**config.mk**
```make
export PLATFORM = sky130hd
export DESIGN_NAME = reg_a_write_arbiter
export DESIGN_NICKNAME = d
export VERILOG_FILES = /design/src/rtl/reg_a_write_arbiter.sv
export SDC_FILE = /design/constraint.sdc
export NUM_CORES = 1
export LEC_CHECK = 0
export ABC_AREA = 1
export CAP_MARGIN = 20
export CORE_MARGIN = 1.5
export CORE_UTILIZATION = 25
export DETAILED_ROUTE_END_ITERATION = 7
export DONT_BUFFER_PORTS = 1
export SYNTH_ARGS = -nofsm -noshare
export SYNTH_HDL_FRONTEND = slang
export SYNTH_SLANG_ARGS = --single-unit
```
**constraint.sdc**
```tcl
create_clock -name clk -period 5.3 [get_ports clk]
set_clock_uncertainty 0.1 [all_clocks]
set_input_delay 0.265 -clock clk [delete_from_list [all_inputs] [get_ports clk]]
set_output_delay 0.265 -clock clk [all_outputs]
set_load 0.005 [all_outputs]
```
**src/rtl/reg_a_write_arbiter.sv**
```systemverilog
// Round-robin write-port arbiter for the 4-bit A register: three requesters,
// registered one-hot grant, bounded ownership via a hold limit.
module reg_a_write_arbiter #(
  parameter int WIDTH    = 4,
  parameter int MAX_HOLD = 4
) (
  input  logic             clk,
  input  logic             reset,
  input  logic [2:0]       req,
  input  logic [WIDTH-1:0] data0,
  input  logic [WIDTH-1:0] data1,
  input  logic [WIDTH-1:0] data2,
  output logic [2:0]       gnt,
  output logic             we,
  output logic [WIDTH-1:0] wdata,
  output logic             busy
);

  localparam logic       S_IDLE   = 1'b0;
  localparam logic       S_GRANT  = 1'b1;
  localparam logic [3:0] HOLD_MAX = 4'(MAX_HOLD);

  logic       state, state_nxt;
  logic [1:0] ptr, ptr_nxt;
  logic [3:0] hold_cnt, hold_nxt;
  logic [2:0] gnt_nxt;
  logic [1:0] owner, owner_inc;
  logic [2:0] others;
  logic       owner_req, hand_over;

  // First set bit of r searching k, k+1, k+2 (mod 3); zero if r is zero.
  function automatic logic [2:0] pick(input logic [2:0] r, input logic [1:0] k);
    logic [2:0] rot, p, sel;
    case (k)
      2'd1:    rot = {r[0], r[2], r[1]};
      2'd2:    rot = {r[1], r[0], r[2]};
      default: rot = r;
    endcase
    p = rot[0] ? 3'b001 : rot[1] ? 3'b010 : rot[2] ? 3'b100 : 3'b000;
    case (k)
      2'd1:    sel = {p[1], p[0], p[2]};
      2'd2:    sel = {p[0], p[2], p[1]};
      default: sel = p;
    endcase
    return sel;
  endfunction

  assign owner     = gnt[1] ? 2'd1 : gnt[2] ? 2'd2 : 2'd0;
  assign owner_inc = (owner == 2'd2) ? 2'd0 : owner + 2'd1;
  assign owner_req = |(gnt & req);
  assign others    = req & ~gnt;
  assign hand_over = !owner_req || (hold_cnt == HOLD_MAX && |others);

  // NOTE: every always_comb output gets a default first so no latch is inferred.
  always_comb begin
    state_nxt = state;
    ptr_nxt   = ptr;
    hold_nxt  = hold_cnt;
    gnt_nxt   = gnt;
    if (state == S_IDLE) begin
      if (|req) begin
        gnt_nxt   = pick(req, ptr);
        state_nxt = S_GRANT;
        hold_nxt  = 4'd1;
      end
    end else if (hand_over) begin
      // Hand over in the same edge so the port never idles while others wait.
      ptr_nxt = owner_inc;
      gnt_nxt = pick(others, owner_inc);
      if (|others) begin
        hold_nxt = 4'd1;
      end else begin
        state_nxt = S_IDLE;
        hold_nxt  = 4'd0;
      end
    end else if (hold_cnt != HOLD_MAX) begin
      hold_nxt = hold_cnt + 4'd1;
    end
  end

  // NOTE: sequential state uses non-blocking assignments only.
  always_ff @(posedge clk or negedge reset) begin
    if (!reset) begin
      state    <= S_IDLE;
      ptr      <= 2'd0;
      hold_cnt <= 4'd0;
      gnt      <= 3'b000;
      busy     <= 1'b0;
    end else begin
      state    <= state_nxt;
      ptr      <= ptr_nxt;
      hold_cnt <= hold_nxt;
      gnt      <= gnt_nxt;
      busy     <= |gnt_nxt;
    end
  end

  // we drops combinationally when the owner releases, so no stray write.
  assign we    = owner_req;
  assign wdata = ({WIDTH{gnt[0]}} & data0) |
                 ({WIDTH{gnt[1]}} & data1) |
                 ({WIDTH{gnt[2]}} & data2);

endmodule

```
==> results.md, run 1 <==
* Crit-path max cell delay at 0.41 ns
* Ant diodes at 0
* GPL Wtd Cong at 0.810
* FP Rows at 23
* Syn avg cell area at 6.22 sq um
* Design Power at 0.595 mW
* R2R cell count at 11
* Ys async rst share at 1.00
* Critical Path Sink Type: register
* Clock latency on the worst-skew pair at 0.24 ns
* Die ar. at 4550 sq um
* # resized after CTS at 0
* Required @ worst endpoint at 5.31 ns
* Post-layout min period at 1.87 ns
* Yosys top cell area share at 0.265
* Sequential share of the synthesized area at 0.265
* Htree depth at 1
* CP max FO at 8
* Core area at 4000 sq um
* Clk sinks at 11
* Area of the mapped netlist at 1040 sq um
* IO Port Bufs at 0
* Die W at 67.5 um
* Global-route wire length before repair at 3640 um
* Synth top area cells: dfrtp_1 (27%), nand2_1 (21%), nand3_1 (10%)
* Crit share post-route at 0.352
* CP Buf/Inv Count at 2
* DP Wirelength at 1820 um
* VDD IR max at 0.000114 V
* Total GRT Usage at 0.104
* Num CTS Buffers at 3
* Die Y at 67.5 um
* Wire length per cell at 10.7 um
* Initial drt markers at 111
* Hold Crit Class: in -> reg
* Slew margin rel. at 0.652
* CP Depth at 11
* Synthesized instance count at 167
* Primary FF master, synth: dfrtp_1
* Final net count at 188
* CP dominant cell by count: nor2_1
* Yosys top cell by area: dfrtp_1
* Slowest cell on crit path: ha_1
* Final ANT Viol Nets at 0
* # IOs at 26
* Clk root buf: clkbuf_8
* Vias in the first global route at 833
* RSZ-0062 raised after global routing: no
* Setup_tns at 0 ns
* Final Max Tran Viols at 0
* Clk pin slew, worst setup/hold paths at 0.05 ns
* Cells on Worst Hold Path at 2
* Antenna violations before repair at 0
* EDFF count, synth at 0
* Status: finished clean
* CTS tree: done
* Startpoint types: register
* Syn_nets at 188
* Ys Warns at 0
* Worst-Margin Slew at 0.521 ns
* Seq cells post-synth at 11
* P&R area growth vs syn at 7.59%
* Power Density at 532 nW/um^2
* Layout cell share with drive strength beyond 1 at 0.133
* CP delay by family, top: simple AND/OR/NAND/NOR gates
* Via Count at 992
* Worst EP arrival at 1.88 ns
* Initial Utilization at 0.260
* Max clock buf depth at 2
* Vias per cell at 4.59
* Unique masters post-synth at 23
* Max Cap Violations at 0
* Drc violations at 0
* CP Cell Sequence: inv_1, ha_1, inv_2, nand3_2, nand2_2, nand3_1, nor2_1, nor2_1, nor2_1, nor2_1, nand3_1
* Routed WL at 2300 um
* CP Class: reg -> reg
* Fmax at 536 MHz
* Finish-stage setup viols at 0
* Static leakage at 0.570 nW
* Largest net degree at the start of global routing at 16
* Total global routing overflow at 0
* Pre-antenna DRT Iters at 5
* Fin. Hold Viols at 0
==> layer usage <==
metal	global-route usage	up-vias	part of all wire
met4	0.0153	0	0.0078
met1	0.129	419	0.46
met2	0.178	41	0.45
li1	-	530	-
met3	0.0367	2	0.083
met5	0	-	0
==> final timing paths <==
kind                       startpoint  endpoint  slack, ns
max                            ptr[0]      busy       3.43
min                            req[2]     state       0.11
max reg2reg                    ptr[0]      busy       3.43
min reg2reg                    ptr[0]    ptr[0]       0.43
max in group asynchronous       reset    gnt[1]       4.41
min in group asynchronous       reset    ptr[1]       0.34
==> where the power goes <==
part / total [mW] / switching [mW] / internal (mW)
clock network: 0.0839 / 0.0322 / 0.0517
logic: 0.343 / 0.219 / 0.124
registers: 0.168 / 0.0536 / 0.115
==> what timing repair did <==
action	CTS	global route
hold endpoints to repair	11	0
setup buffers	0	0
hold buffers	1	0
==> cell usage after synthesis, types with 2 or more instances <==
library cell and count:
o21ai_1 2, dfrtp_1 11, inv_2 5, nor2_1 14, a21oi_1 3, nand2_1 59, nand4_1 4, ha_1 4
nand3_1 21, buf_2 2, nand2_2 6, nand3_2 3, buf_4 4, inv_1 16, o21ai_0 5
==> sequential cells by signal, indices dropped and copies added (netlist names) <==
name      cells
gnt           3
hold_cnt      4
state         1
ptr           2
busy          1
==> cells by family (layout without fill, tap and decap cells) <==
logic type                 after synthesis  count (layout)  share of synthesized area
AOI/OAI and AO/OA                       12              12                     0.0626
xor gates and xnor gates                 1               1                    0.00844
adders and majority gates                4               4                     0.0482
buffers and inverters                   27              26                      0.114
DFF                                     11              11                      0.265
and+or+nand+nor                        112             112                      0.501
==> per-stage QoR <==
step                      hold slack, ns   util  worst slack (ns)  cells  cell area (sq um)
after floorplan                   -0.131      -              3.61    167               1040
after global placement            -0.130  0.265              3.44    211               1060
after detailed placement          -0.130  0.265              3.45    211               1060
after CTS                          0.106  0.279              3.43    216               1120
after global routing               0.127  0.279              3.21    216               1120
final                              0.110  0.279              3.43    216               1120
==> area by class of cell <==
type	instances	area [sq um]
timing repair buffer	1	10.0
fill	443	2880
clock inverter	1	5.00
inverter	21	78.8
tap	50	62.6
clock buffer	3	41.3
sequential	11	275
multi-input combinational	129	644
==> placed cells by master, fill, tap and decap left out, types with 2 or more instances in the layout <==
| cell | netlist | final |
|---|---|---|
| nand4_1 | 4 | 4 |
| clkbuf_8 | 0 | 3 |
| a21oi_1 | 3 | 3 |
| inv_1 | 16 | 16 |
| ha_1 | 4 | 4 |
| nand2_1 | 59 | 59 |
| nand3_2 | 3 | 3 |
| inv_2 | 5 | 5 |
| o21ai_0 | 5 | 5 |
| o21ai_1 | 2 | 2 |
| nor2_1 | 14 | 14 |
| nand2_2 | 6 | 6 |
| nand3_1 | 21 | 21 |
| dfrtp_1 | 11 | 11 |
No activity file was read; power rests on OpenSTA's default activity.
==> inputs of run 2 (changes only) <==
==> constraint.sdc (replaced) <==
create_clock -name clk -period 1.7 [get_ports clk]
set_clock_uncertainty 0.1 [all_clocks]
set_input_delay 0.085 -clock clk [delete_from_list [all_inputs] [get_ports clk]]
set_output_delay 0.085 -clock clk [all_outputs]
set_load 0.005 [all_outputs]
==> run 2 against run 1 <==
Final cell count grew 8.8%; count of clock-buffer cells in the layout grew 1; via count grew 9.4%; critical endpoint unchanged; sequential power rose to 2.7 times the previous value; power rose to 4.1 times the previous value; sequential share of layout area down 4.1 points; global-route usage increased by 1.7 points; die area unchanged; fmax rose by 13%; register-to-register slack worse by 3.4 ns; non-clock buffer count up 19.
==> results.md, run 2 (synthesized netlist as in run 1, its figures left out) <==
* Status: finished clean
* Fin util at 0.335 (+0.0560)
* Routed WL at 2640 um (+15%)
* Total global routing overflow at 0 (unchanged)
* Via Count at 1085 (+9.4%)
* Startpoint types: register
* Hold Crit Class: in -> reg
* Die Y at 67.5 um (unchanged)
* Max Cap Violations at 0 (unchanged)
* Pre-antenna DRT Iters at 4 (-1)
* Max FFs per register at 4 (unchanged)
* Worst-Margin Slew at 0.523 ns (+0.00235 ns)
* Final net count at 207 (+10%)
* Finish-stage setup viols at 0 (unchanged)
* Initial Utilization at 0.260 (unchanged)
* Global-route wire length before repair at 4250 um (+17%)
* Wire length per cell at 11.2 um (+5.4%)
* Post-layout min period at 1.66 ns (-0.208 ns)
* Htree depth at 1 (unchanged)
* P&R area growth vs syn at 29.2%
* CP delay by family, top: simple AND/OR/NAND/NOR gates
* RSZ-0062 raised after global routing: yes
* Power Density at 1800 nW/um^2 (+240%)
* CP Buf/Inv Count at 1 (-1)
* CTS tree: done
* Worst EP arrival at 1.67 ns (-0.21 ns)
* CP dominant cell by count: nor2_1
* Most frequent cells in the layout: nand2_1 (53), nand3_1 (19), buf_4 (16)
* Antenna violations before repair at 0 (unchanged)
* Layout cell share with drive strength beyond 1 at 0.276 (+0.143)
* CP Class: reg -> reg
* VDD IR max at 0.000431 V (+280%)
* Vias per cell at 4.62 (+0.53%)
* Crit share post-route at 0.975 (+0.623)
* Final Max Tran Viols at 0 (unchanged)
* Static leakage at 0.668 nW (+17%)
* CP max FO at 5 (-3)
* Total GRT Usage at 0.122 (+0.0171)
* Slew margin rel. at 0.650 (-0.00157)
* Vias in the first global route at 1013 (+22%)
* GPL Wtd Cong at 0.813 (+0.43%)
* Required @ worst endpoint at 1.71 ns (-3.60 ns)
* Die ar. at 4550 sq um (unchanged)
* Cell Area, Placed at 1170 sq um (+11%)
* Final ANT Viol Nets at 0 (unchanged)
* Initial drt markers at 61 (-45%)
* Core area at 4000 sq um (unchanged)
* # IOs at 26 (unchanged)
* Fmax at 603 MHz (+13%)
* Commonest non-fill, non-tap cell in the layout: nand2_1
* Top Registers: hold_cnt: 4 flops, gnt: 3 flops, ptr: 2 flops
* Post-route cell area at 1340 sq um (+20%)
* Num CTS Buffers at 3 (unchanged)
* Crit-path max cell delay at 0.42 ns (about the same)
* Fin. Hold Viols at 0 (unchanged)
* Clk sinks at 11 (unchanged)
* Clk root buf: clkbuf_8
* Max clock buf depth at 2 (unchanged)
* Clk pin slew, worst setup/hold paths at 0.05 ns (about the same)
* DP Wirelength at 2010 um (+11%)
* Slowest cell on crit path: dfrtp_1
* CP Cell Sequence: ha_4, buf_6, nand2_2, nand2_2, nand3_2, nor2_1, nor2_1, nor2_1, nor2_1, nand3_1
* Ant diodes at 0 (unchanged)
* Die W at 67.5 um (unchanged)
* Clock latency on the worst-skew pair at 0.24 ns (about the same)
* Largest net degree at the start of global routing at 12 (-4)
* Critical Path Sink Type: register
* Largest register by flop count: hold_cnt
* Drc violations at 0 (unchanged)
* Design Power at 2.41 mW (+310%)
* FP Rows at 23 (unchanged)
* IO Port Bufs at 0 (unchanged)
[run 2: changes by cell type in the layout (fill, tap and decap cells not counted), sizes merged]
cell and delta:
clkbuf +1, clkinv -1, buf +17, dlygate4sd3 +2
[run 2: where the power goes]
part,switching (mW),internal (mW)
combinational,0.953,0.752
sequential,0.0876,0.359
clock,0.0978,0.165
[run 2: what timing repair did]
| action | 4_1_cts | 5_1_grt |
|---|---|---|
| buffers inserted | 0 | 2 |
| endpoints found under the hold margin | 12 | 0 |
| endpoints found under the setup margin | 4 | 4 |
| hold buffers | 3 | 0 |
| gates resized for setup | 3 | 17 |
| pin swaps | 1 | 10 |
[run 2: per-stage QoR]
stage / worst slack [ns] / setup TNS (ns) / hold WS [ns] / cells
after floorplan: 0.0147 / 0 / -0.311 / 167
after CTS: 0.00287 / 0 / 0.118 / 233
after detailed placement: -0.0856 / -0.157 / -0.310 / 226
after global placement: -0.0253 / -0.0253 / -0.310 / 226
after global routing: -0.0790 / -0.109 / 0.149 / 235
final: 0.0426 / 0 / 0.111 / 235
[run 2: worst reg2reg max path, delay by kind of cell, from the launching register on]
kind	cells	cell delay, ns
buf+inv	1	0.13
flops	1	0.42
simple gates	8	0.59
fa+ha+maj	1	0.30
[run 2: worst paths after layout]
check | startpoint | end | slack (ns) | cells past startpoint
hold / removal | req[1] | gnt[1] | 0.11 | 6
max in group asynchronous | reset | gnt[0] | 0.99 | 1
setup reg to reg | ptr[1] | busy | 0.04 | 10
min in group asynchronous | reset | hold_cnt[3] | 0.16 | 1
setup / recovery | ptr[1] | busy | 0.04 | 10
hold reg to reg | hold_cnt[2] | hold_cnt[2] | 0.47 | 2
[run 2: cell type report]
type	count	area, sq um
fillers	434	2660
multi-input cells	129	713
flip-flops and latches	11	275
repair buffers	20	161
inverters	21	83.8
well taps	50	62.6
clock buffers	4	45.0
[run 2: per-layer routing]
metal / share of wire / global-route usage / vias to the layer above / wire [um]
li1: - / - / 565 / -
met1: 0.46 / 0.149 / 480 / 1220
met2: 0.45 / 0.204 / 34 / 1190
met3: 0.065 / 0.0267 / 6 / 171
met4: 0.021 / 0.0510 / 0 / 55
met5: 0 / 0 / - / 0
